--- config.mk ---
export PLATFORM = sky130hd
export DESIGN_NAME = dual_rail_rx_flat
export DESIGN_NICKNAME = d
export VERILOG_FILES = /design/src/rtl/dual_rail_pkg.sv /design/src/rtl/dual_rail_rx_if.sv /design/src/rtl/dual_rail_classify.sv /design/src/rtl/dual_rail_rx.sv /design/src/flat_wrapper.sv
export SDC_FILE = /design/constraint.sdc
export NUM_CORES = 1
export LEC_CHECK = 0
export ABC_AREA = 1
export BUFFER_PORTS_ARGS = -buffer_cell sky130_fd_sc_hd__buf_2
export CELL_PAD_IN_SITES_DETAIL_PLACEMENT = 2
export CELL_PAD_IN_SITES_GLOBAL_PLACEMENT = 2
export CORE_MARGIN = 2
export CORE_UTILIZATION = 25
export DETAILED_ROUTE_END_ITERATION = 6
export PLACE_DENSITY_LB_ADDON = 0.1
export SYNTH_ARGS = -nofsm -noshare
export SYNTH_HDL_FRONTEND = slang
export SYNTH_SLANG_ARGS = --single-unit
export TNS_END_PERCENT = 5
--- constraint.sdc ---
create_clock -name CLK -period 1.7 [get_ports CLK]
set_input_delay 0.085 -clock CLK [delete_from_list [all_inputs] [get_ports CLK]]
set_output_delay 0.085 -clock CLK [all_outputs]
set_load 0.005 [all_outputs]
--- src/rtl/dual_rail_pkg.sv ---
// dual_rail_pkg: shared definitions for the dual-rail precharge receiver
// and related dual-rail checkers.
//   - per-bit rail codes ({t,f} pairs)
//   - word classification enum
//   - receiver FSM state enum
//   - Err_code values
package dual_rail_pkg;

    // Per-bit code, packed as {true_rail, false_rail}
    localparam logic [1:0] DR_PRE  = 2'b00;
    localparam logic [1:0] DR_ZERO = 2'b01;
    localparam logic [1:0] DR_ONE  = 2'b10;
    localparam logic [1:0] DR_ILL  = 2'b11;

    // Whole-word class, evaluated in priority order ILL > PRE > EVAL > MIX
    typedef enum logic [1:0] {
        WC_PRE  = 2'd0,
        WC_EVAL = 2'd1,
        WC_MIX  = 2'd2,
        WC_ILL  = 2'd3
    } word_cls_e;

    typedef enum logic [1:0] {
        ST_SYNC      = 2'd0,
        ST_ARMED     = 2'd1,
        ST_EVAL_SEEN = 2'd2
    } rx_state_e;

    localparam logic [1:0] ERR_NONE     = 2'd0;
    localparam logic [1:0] ERR_DBL_EVAL = 2'd1;
    localparam logic [1:0] ERR_MIX      = 2'd2;
    localparam logic [1:0] ERR_ILL      = 2'd3;

endpackage

--- src/rtl/dual_rail_rx_if.sv ---
// dual_rail_rx_if: bundle between a dual-rail precharge stage and the
// single-rail consumer.
//   Din_t/Din_f : true/false rails (WIDTH bits each), from the dual-rail side
//   Dout        : decoded word
//   Valid       : one-cycle strobe, Dout is new
//   Err         : one-cycle protocol-violation strobe
//   Err_code    : cause of last Err (sticky)
//   Synced      : receiver is armed / tracking alternation
//   Err_cnt     : saturating error count (only with DR_ERR_CNT_EN)
// Modports: master = rail driver / result consumer, slave = receiver.
interface dual_rail_rx_if #(
    parameter int WIDTH = 8
);
    logic [WIDTH-1:0] Din_t;
    logic [WIDTH-1:0] Din_f;
    logic [WIDTH-1:0] Dout;
    logic             Valid;
    logic             Err;
    logic [1:0]       Err_code;
    logic             Synced;
`ifdef DR_ERR_CNT_EN
    logic [15:0]      Err_cnt;

    modport master (output Din_t, Din_f,
                    input  Dout, Valid, Err, Err_code, Synced, Err_cnt);
    modport slave  (input  Din_t, Din_f,
                    output Dout, Valid, Err, Err_code, Synced, Err_cnt);
`else
    modport master (output Din_t, Din_f,
                    input  Dout, Valid, Err, Err_code, Synced);
    modport slave  (input  Din_t, Din_f,
                    output Dout, Valid, Err, Err_code, Synced);
`endif
endinterface

--- src/rtl/dual_rail_classify.sv ---
// dual_rail_classify: combinational word classifier for a dual-rail word.
//   in_t, in_f : true/false rails (WIDTH bits)
//   cls        : WC_ILL if any bit is 11, else WC_PRE if all bits 00,
//                else WC_EVAL if every bit is 01/10, else WC_MIX.
module dual_rail_classify
    import dual_rail_pkg::*;
#(
    parameter int WIDTH = 8
) (
    input  logic [WIDTH-1:0] in_t,
    input  logic [WIDTH-1:0] in_f,
    output word_cls_e        cls
);

    logic any_ill;
    logic all_pre;
    logic all_eval;

    always_comb begin
        any_ill  = 1'b0;
        all_pre  = 1'b1;
        all_eval = 1'b1;
        for (int i = 0; i < WIDTH; i++) begin
            case ({in_t[i], in_f[i]})
                DR_PRE:  all_eval = 1'b0;
                DR_ILL: begin
                    any_ill  = 1'b1;
                    all_pre  = 1'b0;
                    all_eval = 1'b0;
                end
                default: all_pre = 1'b0;   // DR_ZERO / DR_ONE
            endcase
        end
    end

    always_comb begin
        if (any_ill)       cls = WC_ILL;
        else if (all_pre)  cls = WC_PRE;
        else if (all_eval) cls = WC_EVAL;
        else               cls = WC_MIX;
    end

endmodule

--- src/rtl/dual_rail_rx.sv ---
// dual_rail_rx: dual-rail precharge receiver. Registers the rails, classifies
// the word, enforces PRE/EVAL alternation and converts EVAL words to
// single-rail data with a Valid strobe. Protocol violations (illegal codes,
// partially evaluated words, missing precharge) raise Err with a cause code.
//   CLK    : clock, rising edge
//   Reset  : asynchronous, active-high
//   dr     : dual_rail_rx_if.slave (rails in, Dout/Valid/Err/Err_code/Synced out)
// Optional: define DR_ERR_CNT_EN to add the 16-bit saturating Err_cnt output.
// Latency: word on Din at edge k -> Dout/Valid/Err after edge k+1.
module dual_rail_rx
    import dual_rail_pkg::*;
#(
    parameter int WIDTH   = 8,
    parameter int PRE_MIN = 1    // 1..15
) (
    input  logic          CLK,
    input  logic          Reset,
    dual_rail_rx_if.slave dr
);

    localparam logic [3:0] PRE_MIN_4 = 4'(PRE_MIN);

    // Stage 1: raw rails; reset to all-precharge
    logic [WIDTH-1:0] in_t_q, in_f_q;

    word_cls_e        cls;

    rx_state_e        state_q, state_d;
    logic [3:0]       pre_cnt_q, pre_cnt_d;
    logic [WIDTH-1:0] dout_q, dout_d;
    logic             valid_q, valid_d;
    logic             err_q, err_d;
    logic [1:0]       err_code_q, err_code_d;
    logic [3:0]       pre_cnt_inc;

    dual_rail_classify #(.WIDTH(WIDTH)) u_classify (
        .in_t (in_t_q),
        .in_f (in_f_q),
        .cls  (cls)
    );

    assign pre_cnt_inc = (pre_cnt_q == 4'd15) ? 4'd15 : pre_cnt_q + 4'd1;

    always_comb begin
        state_d    = state_q;
        pre_cnt_d  = pre_cnt_q;
        dout_d     = dout_q;
        valid_d    = 1'b0;
        err_d      = 1'b0;
        err_code_d = err_code_q;

        unique case (state_q)
            ST_SYNC: begin
                // Silent while hunting for a clean precharge run
                if (cls == WC_PRE) begin
                    if (pre_cnt_inc >= PRE_MIN_4) begin
                        state_d   = ST_ARMED;
                        pre_cnt_d = 4'd0;
                    end else begin
                        pre_cnt_d = pre_cnt_inc;
                    end
                end else begin
                    pre_cnt_d = 4'd0;
                end
            end
            ST_ARMED: begin
                unique case (cls)
                    WC_PRE: ;
                    WC_EVAL: begin
                        dout_d  = in_t_q;
                        valid_d = 1'b1;
                        state_d = ST_EVAL_SEEN;
                    end
                    WC_MIX: begin
                        err_d      = 1'b1;
                        err_code_d = ERR_MIX;
                        state_d    = ST_SYNC;
                    end
                    default: begin
                        err_d      = 1'b1;
                        err_code_d = ERR_ILL;
                        state_d    = ST_SYNC;
                    end
                endcase
            end
            ST_EVAL_SEEN: begin
                unique case (cls)
                    WC_PRE: state_d = ST_ARMED;
                    WC_EVAL: begin
                        // Second evaluate without precharge in between
                        err_d      = 1'b1;
                        err_code_d = ERR_DBL_EVAL;
                        state_d    = ST_SYNC;
                    end
                    WC_MIX: begin
                        err_d      = 1'b1;
                        err_code_d = ERR_MIX;
                        state_d    = ST_SYNC;
                    end
                    default: begin
                        err_d      = 1'b1;
                        err_code_d = ERR_ILL;
                        state_d    = ST_SYNC;
                    end
                endcase
            end
            default: begin
                state_d   = ST_SYNC;
                pre_cnt_d = 4'd0;
            end
        endcase
    end

    always_ff @(posedge CLK or posedge Reset) begin
        if (Reset) begin
            in_t_q     <= '0;
            in_f_q     <= '0;
            state_q    <= ST_SYNC;
            pre_cnt_q  <= 4'd0;
            dout_q     <= '0;
            valid_q    <= 1'b0;
            err_q      <= 1'b0;
            err_code_q <= ERR_NONE;
        end else begin
            in_t_q     <= dr.Din_t;
            in_f_q     <= dr.Din_f;
            state_q    <= state_d;
            pre_cnt_q  <= pre_cnt_d;
            dout_q     <= dout_d;
            valid_q    <= valid_d;
            err_q      <= err_d;
            err_code_q <= err_code_d;
        end
    end

    assign dr.Dout     = dout_q;
    assign dr.Valid    = valid_q;
    assign dr.Err      = err_q;
    assign dr.Err_code = err_code_q;
    assign dr.Synced   = (state_q != ST_SYNC);

`ifdef DR_ERR_CNT_EN
    logic [15:0] err_cnt_q, err_cnt_d;

    always_comb begin
        err_cnt_d = err_cnt_q;
        if (err_d && (err_cnt_q != 16'hFFFF))
            err_cnt_d = err_cnt_q + 16'd1;
    end

    always_ff @(posedge CLK or posedge Reset) begin
        if (Reset) err_cnt_q <= 16'd0;
        else       err_cnt_q <= err_cnt_d;
    end

    assign dr.Err_cnt = err_cnt_q;
`endif

endmodule

--- src/flat_wrapper.sv ---
// flat-port wrapper written by rule: the top's interface ports become plain ports
module dual_rail_rx_flat import dual_rail_pkg::*;
#(
    parameter int WIDTH   = 8,
    parameter int PRE_MIN = 1            
)
  (CLK, Reset, dr_Din_t, dr_Din_f, dr_Dout, dr_Valid, dr_Err, dr_Err_code, dr_Synced);
  dual_rail_rx_if #(.WIDTH(WIDTH)) dr_i ();
  input  logic CLK;
  input  logic Reset;
  input wire logic [$bits(dr_i.Din_t)-1:0] dr_Din_t;
  input wire logic [$bits(dr_i.Din_f)-1:0] dr_Din_f;
  output wire logic [$bits(dr_i.Dout)-1:0] dr_Dout;
  output wire logic [$bits(dr_i.Valid)-1:0] dr_Valid;
  output wire logic [$bits(dr_i.Err)-1:0] dr_Err;
  output wire logic [$bits(dr_i.Err_code)-1:0] dr_Err_code;
  output wire logic [$bits(dr_i.Synced)-1:0] dr_Synced;
  assign dr_i.Din_t = dr_Din_t;
  assign dr_i.Din_f = dr_Din_f;
  assign dr_Dout = dr_i.Dout;
  assign dr_Valid = dr_i.Valid;
  assign dr_Err = dr_i.Err;
  assign dr_Err_code = dr_i.Err_code;
  assign dr_Synced = dr_i.Synced;
  dual_rail_rx #(.WIDTH(WIDTH), .PRE_MIN(PRE_MIN)) u_core (.CLK(CLK), .Reset(Reset), .dr(dr_i));
endmodule
==> impl_metrics.csv, run 1 <==
group,metric,value,unit
critical_path,required,1.87,ns
power,finalPower,2.01,mW
layout,area_delta_synth_final,38.1,%
clock_tree,clk_pin_slew,0.07,ns
hold_path,hp-class,"input pin to async pin",
sta,setup_violations,0,
layout,drive_above_1_share,29.2,%
sta,skew,0.00752,ns
yosys,ys_ff_latch,34,
layout,register_area,851,µm²
layout,multiInputGateArea,779,µm²
yosys,synthMostInstantiatedCell,"nand2_1",
placed_design,gp_congestion,0.691,
layout,diodes,0,
placed_design,dp_hpwl,3.23,mm
route,routed_wirelength,4.42,mm
yosys,synthCells,188,
layout,layout.nets,293,
grt,antenna_found_initial,0,
sta,final_hold_viol_count,0,
route,vias_per_cell,4.25,
floorplanning,rows,30,
clock_tree,cts_buffers,5,
yosys,yosys.area.top_type_share,49.8,%
grt,grt_pass1_wl,7.55,mm
sta,finalSetupTns,0,ns
critical_path,cp-end-kind,"flop",
clock_tree,cts_root_buffer,"clkbuf_8",
layout,fill_cells,756,
route,drt_iter0_drc,41,
floorplanning,core,6720,µm²
critical_path,worst-setup-path-type,"flop to flop",
critical_path,worst_ep_arrival_time,1.81,ns
route,postRouteAntennaNets,0,
sta,fmax,0.611,GHz
critical_path,cp_slowest_stage_delay,0.41,ns
yosys,synth.distinct_cells,17,
yosys,yosys.area.top_type,"dfrtp_1",
sta,min_period_over_period,96.3,%
grt,grt_pass1_vias,1592,
yosys,syn_area,1710,µm²
yosys,ys_warn_count,0,
yosys,synth_edf_count,0,
sta,max_slew_margin,70.9,%
clock_tree,cts.htree.levels,2,
layout,finish.utilization,35.1,%
clock_tree,cts_tree,"yes",
route,routedWlPerCell,13.3,µm
yosys,syn_avg_cell_area,9.09,µm²
floorplanning,dieWidth,86.7,µm
outcome,outcome,"complete, no violations",
critical_path,crit_path_frequent_cell,"nor2_1",
job,cap_violations,0,
critical_path,startpoint_type,"flop",
power,power_density,850,nW/µm²
floorplanning,ios,31,
power,p_leak,1.31,nW
floorplanning,start_util,25.4,%
critical_path,worstPathCellList,"inv_1 > ha_1 > nand2_1 > nor2_1 > nand3_2 > nand4_4 > clkinv_4 > nor2_1 > nor2_1",
clock_tree,cts_num_sinks,34,
grt,track_usage,13.2,%
yosys,synth_flop_cell,"dfrtp_1",
yosys,synthArstFlopShare,100,%
critical_path,path_max_fanout,8,
power,vdd_ir_drop_max,0.271,mV
placed_design,io_buffers,30,
sta,slew_viol_final,0,
yosys,syn_nets,228,
sta,worst_pin_slew,0.437,ns
yosys,ys_seq_area_share,49.8,%
critical_path,cp_slowest_cell,"dfrtp_1",
grt,grt_max_degree,35,
yosys,yosys-top-cells-area,"dfrtp_1, ha_1, nand2_1",
sta,rsz0062_at_grt,"yes",
floorplanning,die_h,86.7,µm
clock_tree,clk_latency,0.28,ns
route,route.vias.total,1415,
route,drc,0,
floorplanning,die-area,7510,µm²
route,drt-pass1-iter-count,2,
grt,grt-ovfl-total,0,
yosys,synth_common_cells,"nand2_1, dfrtp_1, inv_1",
clock_tree,cts_max_path_buffers,2,
sta,min_period,1.64,ns
## state kept, by name (all words and copies together) (netlist names)
signal	count
u_core.dr.Dout	8
u_core.dr.Err	1
u_core.dr.Err_code	2
u_core.dr.Valid	1
u_core.in_f_q	8
u_core.in_t_q	8
u_core.pre_cnt_q	4
u_core.state_q	2
## kinds of logic (layout without fill, tap and decap cells)
group | count (synthesis) | after routing | synth area share [%]
compound gates | 3 | 3 | 1.03
fa+ha+maj | 22 | 22 | 16.1
buf+inv | 36 | 100 | 8.20
flops | 34 | 34 | 49.8
simple gates | 93 | 94 | 24.9
## metal layers
metal	up-vias	global-route usage, %	part of all wire, %
li1	696	-	-
met1	689	16.5	45
met2	25	22.5	51
met3	5	3.14	2.4
met4	0	3.84	1.3
met5	-	0	0
## final cells by class
type / count / share of cell area, %
sequential: 34 / 36.0
multi-input combinational: 119 / 33.0
timing repair buffer: 57 / 17.4
inverter: 36 / 5.94
tap: 80 / 4.24
clock buffer: 5 / 2.91
clock inverter: 2 / 0.424
## what timing repair did
| item | 4_1_cts | 5_1_grt |
|---|---|---|
| hold buffers | 17 | 0 |
| pin swaps | 1 | 4 |
| resized for setup | 2 | 16 |
| gates cloned | 1 | 0 |
| endpoints found under the setup margin | 8 | 12 |
| buffers inserted | 2 | 6 |
| endpoints found under the hold margin | 50 | 0 |
## path summary, 6_finish.rpt
kind / startpoint / end / slack, ns / cells past startpoint
worst max-delay path: u_core.in_t_q[1]$_DFF_PP0_ / u_core.dr.Dout[5]$_DFFE_PP0P_ / 0.06 / 9
worst min-delay path: Reset / u_core.pre_cnt_q[2]$_DFFE_PP0N_ / 0.43 / 4
worst max register to register: u_core.in_t_q[1]$_DFF_PP0_ / u_core.dr.Dout[5]$_DFFE_PP0P_ / 0.06 / 9
worst min register to register: u_core.dr.Err_code[0]$_DFFE_PP0P_ / u_core.dr.Err_code[0]$_DFFE_PP0P_ / 0.48 / 2
max in group asynchronous: Reset / u_core.state_q[0]$_DFFE_PP0P_ / 0.95 / 4
min in group CLK: dr_Din_t[1] / u_core.in_t_q[1]$_DFF_PP0_ / 0.43 / 2
## per-stage QoR
stage	hold slack, ns	setup slack, ns	cells	cell area (µm²)
floorplan	0.116	0.289	188	1710
global route	0.440	-0.135	333	2360
global placement	0.193	0.0316	300	1970
detailed placement	0.195	-0.0628	300	1970
finish	0.425	0.0629	333	2360
CTS	0.422	0.0161	327	2260
## critical path: cells and delay by family, from the launching register on
kind	cells	cell delay (ns)
DFF	1	0.41
and+or+nand+nor	6	0.80
buffers and inverters	2	0.20
adders and majority gates	1	0.13
## power breakdown
group	internal, mW	switching (mW)
Combinational	0.220	0.303
Clock	0.275	0.285
Sequential	0.879	0.0442
## cells in the final DEF (no fill, tap or decap), types with 5 or more instances in the layout
cell,Yosys,final
buf_2,0,30
buf_4,0,8
clkbuf_8,0,5
dfrtp_1,34,34
dlygate4sd3_1,0,17
ha_1,22,22
inv_1,33,32
nand2_1,39,35
nand2_2,2,6
nand3_1,11,8
nor2_1,31,27
nor2_2,5,8
No activity file was read; power rests on OpenSTA's default activity.
==> run 2: changes to the inputs <==
--- a/config.mk
+++ b/config.mk
@@ -12,6 +12,7 @@
 export CORE_MARGIN = 2
 export CORE_UTILIZATION = 25
 export DETAILED_ROUTE_END_ITERATION = 6
+export GPL_ROUTABILITY_DRIVEN = 0
 export PLACE_DENSITY_LB_ADDON = 0.1
 export SYNTH_ARGS = -nofsm -noshare
 export SYNTH_HDL_FRONTEND = slang
==> constraint.sdc (replaced) <==
create_clock -name CLK -period 1.9 [get_ports CLK]
set_input_delay 0.095 -clock CLK [delete_from_list [all_inputs] [get_ports CLK]]
set_output_delay 0.095 -clock CLK [all_outputs]
set_load 0.005 [all_outputs]
==> run 2 against run 1 <==
Flip-flop and latch count unchanged. Sequential share of layout area up 1.4 points. Via count is 2.2% lower. Worst setup slack improved by 0.19 ns. Combinational power decreased by 17%. Clock skew decreased by 0.0035 ns. Largest power group unchanged.
==> impl_metrics.csv, run 2 (synthesis gave the netlist of run 1 again) <==
group,metric,value,unit
critical_path,worst_ep_arrival_time,1.87,ns
clock_tree,cts_tree,"yes",
critical_path,cp_slowest_stage_delay,0.40,ns
sta,finalSetupTns,0,ns
sta,slew_viol_final,0,
placed_design,io_buffers,30,
hold_path,hp-class,"input pin to async pin",
power,vdd_ir_drop_max,0.244,mV
clock_tree,cts_setup_buffers,0,
grt,grt_pass1_vias,1615,
grt,track_usage,12.4,%
route,vias_per_cell,4.26,
clock_tree,cts_num_sinks,34,
sta,min_period,1.64,ns
sta,min_period_over_period,86.6,%
grt,grt_pass1_wl,7.29,mm
sta,worst_pin_slew,0.440,ns
route,postRouteAntennaNets,0,
critical_path,crit_path_frequent_cell,"nand2_1",
sta,worst_slack,0.255,ns
layout,area_delta_synth_final,33.1,%
critical_path,cp-end-kind,"flop",
sta,rsz0062_at_grt,"no",
route,routed_wirelength,4.24,mm
clock_tree,cts_buffers,5,
floorplanning,die-area,7510,µm²
route,drt-pass1-iter-count,4,
route,wl_met1,1.91,mm
sta,holdWs,0.449,ns
clock_tree,cts_root_buffer,"clkbuf_8",
route,routedWlPerCell,13.0,µm
clock_tree,cts.htree.levels,2,
sta,setup_violations,0,
route,drt_iter0_drc,16,
critical_path,cp_slowest_cell,"dfrtp_1",
grt,grt-ovfl-total,0,
layout,final_cell_mix,"nand2_1, dfrtp_1, inv_1",
power,power_density,851,nW/µm²
sta,fmax,0.608,GHz
critical_path,worst-setup-path-type,"flop to flop",
clock_tree,cts_max_path_buffers,2,
layout,diodes,0,
outcome,outcome,"complete, no violations",
placed_design,dp_hpwl,3.16,mm
route,route.vias.total,1384,
critical_path,required,2.12,ns
critical_path,rrSetupSlack,0.26,ns
floorplanning,core,6720,µm²
clock_tree,clk_pin_slew,0.07,ns
route,routed-wl-met3,133,µm
floorplanning,die_h,86.7,µm
layout,drive_above_1_share,22.9,%
grt,antenna_found_initial,0,
floorplanning,rows,30,
floorplanning,dieWidth,86.7,µm
route,drc,0,
layout,finish.utilization,33.9,%
floorplanning,ios,31,
layout,layout.nets,285,
critical_path,startpoint_type,"flop",
layout,register_area,851,µm²
layout,layout_commonest_cell,"nand2_1",
grt,grt_max_degree,35,
critical_path,worstPathCellList,"ha_1 > nor2_1 > nand2_1 > nor2_8 > nand2_2 > nand2_1 > nand2_1 > nand2_1 > nand2_1 > nand2_1",
layout,fill_cells,749,
clock_tree,clk_latency,0.28,ns
job,cap_violations,0,
route,maxUsedRoutingLayer,"met4",
sta,max_slew_margin,70.7,%
layout,multiInputGateArea,736,µm²
sta,final_hold_viol_count,0,
critical_path,path_max_fanout,10,
placed_design,post-place-ws,0.171,ns
power,p_leak,1.29,nW
route,wl_met2,2.17,mm
floorplanning,start_util,25.4,%
sta,skew,0.00398,ns
power,finalPower,1.94,mW
## run 2: worst max-delay path, delay by kind of cell (launching register included)
kind / cells / cell delay [ns]
DFF: 1 / 0.40
adders and majority gates: 1 / 0.20
and+or+nand+nor: 9 / 0.98
## run 2: layout make-up
| type | instances | area share, % |
|---|---|---|
| sequential | 34 | 37.4 |
| multi-input combinational | 119 | 32.3 |
| timing repair buffer | 49 | 14.7 |
| inverter | 36 | 6.16 |
| tap | 80 | 4.40 |
| clock buffer | 6 | 3.63 |
| clock inverter | 1 | 1.32 |
## run 2: repair_timing
action	CTS	global route
hold buffers	17	0
resized for setup	0	2
endpoints found under the setup margin	0	2
hold endpoints to repair	50	0
## run 2: path summary, 6_finish.rpt
kind                                            startpoint                                end  cells after the start
min                                                  Reset         u_core.in_t_q[3]$_DFF_PP0_                      4
min reg2reg                u_core.pre_cnt_q[3]$_DFFE_PP0N_    u_core.pre_cnt_q[3]$_DFFE_PP0N_                      2
min in group CLK                               dr_Din_t[0]         u_core.in_t_q[0]$_DFF_PP0_                      2
max reg2reg                     u_core.in_f_q[4]$_DFF_PP0_  u_core.dr.Err_code[0]$_DFFE_PP0P_                     10
max in group asynchronous                            Reset         u_core.in_t_q[4]$_DFF_PP0_                      4
max                             u_core.in_f_q[4]$_DFF_PP0_  u_core.dr.Err_code[0]$_DFFE_PP0P_                     10
## run 2: metal layers
metal  GRT usage [%]  vias up
li1                -      681
met5               0        -
met4            2.98        0
met3            3.14        4
met1            14.5      675
met2            22.5       24
## run 2: per-stage QoR
| step | std cells | instance area (µm²) |
|---|---|---|
| 2_1_floorplan | 188 | 1710 |
| 3_3_place_gp | 300 | 1970 |
| 3_5_place_dp | 300 | 1970 |
| 4_1_cts | 324 | 2260 |
| 5_1_grt | 325 | 2270 |
| 6_report | 325 | 2270 |
## run 2: power by group
part | switching (mW) | internal [mW] | total (mW)
logic | 0.250 | 0.182 | 0.433
clock network | 0.261 | 0.420 | 0.680
registers | 0.0378 | 0.786 | 0.824
==> run 3: changes to the inputs <==
--- a/config.mk
+++ b/config.mk
@@ -13,6 +13,7 @@
 export CORE_UTILIZATION = 25
 export DETAILED_ROUTE_END_ITERATION = 6
 export GPL_ROUTABILITY_DRIVEN = 0
+export MAX_ROUTING_LAYER = met4
 export PLACE_DENSITY_LB_ADDON = 0.1
 export SYNTH_ARGS = -nofsm -noshare
 export SYNTH_HDL_FRONTEND = slang
==> run 3 against run 2 <==
First-iteration DRC count shrank 25%. Combinational power is essentially flat. Worst setup slack gained 0.011 ns. Non-clock buffer count is the same. Clock-buffer cell count is the same. Cell count is the same. Total power shrank 0.13%. Flip-flop and latch count is the same. Critical path depth is the same. Register-to-register slack is essentially flat. Routed wire length is essentially flat. Sequential share of layout area is the same. Critical endpoint is now u_core.dr.Dout[3]$_DFFE_PP0P_. Largest cell class unchanged.
==> impl_metrics.csv, run 3 (synthesis gave the netlist of run 1 again) <==
group,metric,value,unit
critical_path,worst_ep_arrival_time,1.85,ns
placed_design,dp_hpwl,3.16,mm
grt,track_usage,12.7,%
layout,drive_above_1_share,22.9,%
grt,grt_pass1_wl,7.29,mm
power,p_leak,1.29,nW
route,postRouteAntennaNets,0,
critical_path,rr_endpoint,"u_core.dr.Dout[3]$_DFFE_PP0P_",
floorplanning,start_util,25.4,%
route,drt-pass1-iter-count,4,
route,routedWlPerCell,13.0,µm
job,cap_violations,0,
layout,layout_commonest_cell,"nand2_1",
floorplanning,rows,30,
critical_path,startpoint_type,"flop",
floorplanning,dieWidth,86.7,µm
route,drt_iter0_drc,12,
grt,antenna_found_initial,0,
layout,layout.nets,285,
route,routed_wirelength,4.24,mm
sta,slew_viol_final,0,
power,p_comb_share,22.3,%
layout,diodes,0,
clock_tree,cts_tree,"yes",
floorplanning,die-area,7510,µm²
grt,grt-ovfl-total,0,
sta,fmax,0.612,GHz
floorplanning,ios,31,
grt,grt_max_degree,35,
critical_path,crit-reg2reg-launch,"u_core.in_t_q[2]$_DFF_PP0_",
layout,final_cell_mix,"nand2_1, dfrtp_1, inv_1",
outcome,outcome,"complete, no violations",
sta,final_hold_viol_count,0,
grt,grt_pass1_vias,1617,
placed_design,place_area,1970,µm²
route,vias_per_cell,4.26,
power,p_int,1.39,mW
sta,setup_violations,0,
floorplanning,die_h,86.7,µm
hold_path,hp-class,"input pin to async pin",
route,route.vias.total,1385,
critical_path,worst-setup-path-type,"flop to flop",
clock_tree,clk_latency,0.28,ns
power,switching_share,28.2,%
layout,fill_cells,749,
power,sequentialPowerShare,42.6,%
layout,area_delta_synth_final,33.1,%
critical_path,critPathLaunch,"u_core.in_t_q[2]$_DFF_PP0_",
power,finalPower,1.93,mW
power,pwr-share-clk,35.1,%
sta,skew,0.00293,ns
sta,min_period_over_period,86.0,%
power,vdd_ir_drop_max,0.244,mV
clock_tree,cts_root_buffer,"clkbuf_8",
placed_design,io_buffers,30,
sta,min_period,1.63,ns
layout,fin_area,2270,µm²
critical_path,ff2ff_path_depth,10,
clock_tree,cts.htree.levels,2,
sta,rsz0062_at_grt,"no",
clock_tree,cts_max_path_buffers,2,
clock_tree,cts_buffers,5,
sta,max_slew_margin,70.8,%
clock_tree,clk_pin_slew,0.07,ns
clock_tree,cts_num_sinks,34,
power,switching_power,0.546,mW
critical_path,required,2.12,ns
critical_path,cp-end-kind,"flop",
route,drc,0,
critical_path,path_max_fanout,8,
critical_path,cp-endpoint,"u_core.dr.Dout[3]$_DFFE_PP0P_",
sta,worst_pin_slew,0.439,ns
floorplanning,core,6720,µm²
power,power_density,850,nW/µm²
critical_path,rrSetupSlack,0.27,ns
sta,finalSetupTns,0,ns
-- run 3: worst max-delay path, cell delays in order (launching register included) --
cell and delay, ns:
dfrtp_1 0.37, inv_1 0.06, ha_1 0.27, nand2_1 0.06
nor2_1 0.13, nand2_1 0.12, inv_2 0.13, nand4_4 0.16
clkinv_4 0.14, nor2_1 0.05, nor2_1 0.08
-- run 3: timing repair --
action | CTS | global route
gates resized for setup | 0 | 2
hold buffers | 17 | 0
endpoints found under the hold margin | 50 | 0
buffers inserted | 0 | 0
setup endpoints to repair | 0 | 3
-- run 3: worst min path at each step --
stage               slack (ns)                         end  depth (start not counted)   startpoint
floorplan                 0.13  u_core.in_f_q[0]$_DFF_PP0_                          0  dr_Din_f[0]
global placement          0.20  u_core.in_t_q[2]$_DFF_PP0_                          1  dr_Din_t[2]
detailed placement        0.20  u_core.in_f_q[3]$_DFF_PP0_                          1  dr_Din_f[3]
CTS                       0.44  u_core.in_t_q[1]$_DFF_PP0_                          2  dr_Din_t[1]
global route              0.44  u_core.in_f_q[3]$_DFF_PP0_                          2  dr_Din_f[3]
finish                    0.45  u_core.in_t_q[3]$_DFF_PP0_                          4        Reset
-- run 3: layout make-up --
class,count,area [µm²],area share (%)
inverter,36,140,6.16
timing repair buffer,49,335,14.7
multi-input combinational,119,736,32.3
tap,80,100,4.40
sequential,34,851,37.4
clock buffer,6,82.6,3.63
clock inverter,1,30.0,1.32
-- run 3: metal layers --
metal	part of all wire, %	GRT usage (%)	vias up
met3	3.1	3.14	4
li1	-	-	681
met1	45	14.5	676
met4	0.54	2.98	0
met5	0	-	-
met2	51	22.5	24
-- run 3: power by group through the flow --
stage | logic (mW) | registers, mW | clock network (mW)
detailed placement | 0.406 | 0.839 | 0
finish | 0.432 | 0.824 | 0.678
global route | 0.498 | 0.832 | 0.752
global placement | 0.385 | 0.836 | 0
CTS | 0.436 | 0.825 | 0.714
floorplan | 0.249 | 0.836 | 0
-- run 3: per-stage QoR --
stage	hold slack [ns]	cells	util [%]	worst slack [ns]
after floorplan	0.126	188	-	0.489
after global placement	0.202	300	29.4	0.229
after detailed placement	0.205	300	29.4	0.171
after CTS	0.437	324	33.6	0.150
after global routing	0.437	325	33.9	0.0504
final	0.448	325	33.9	0.267
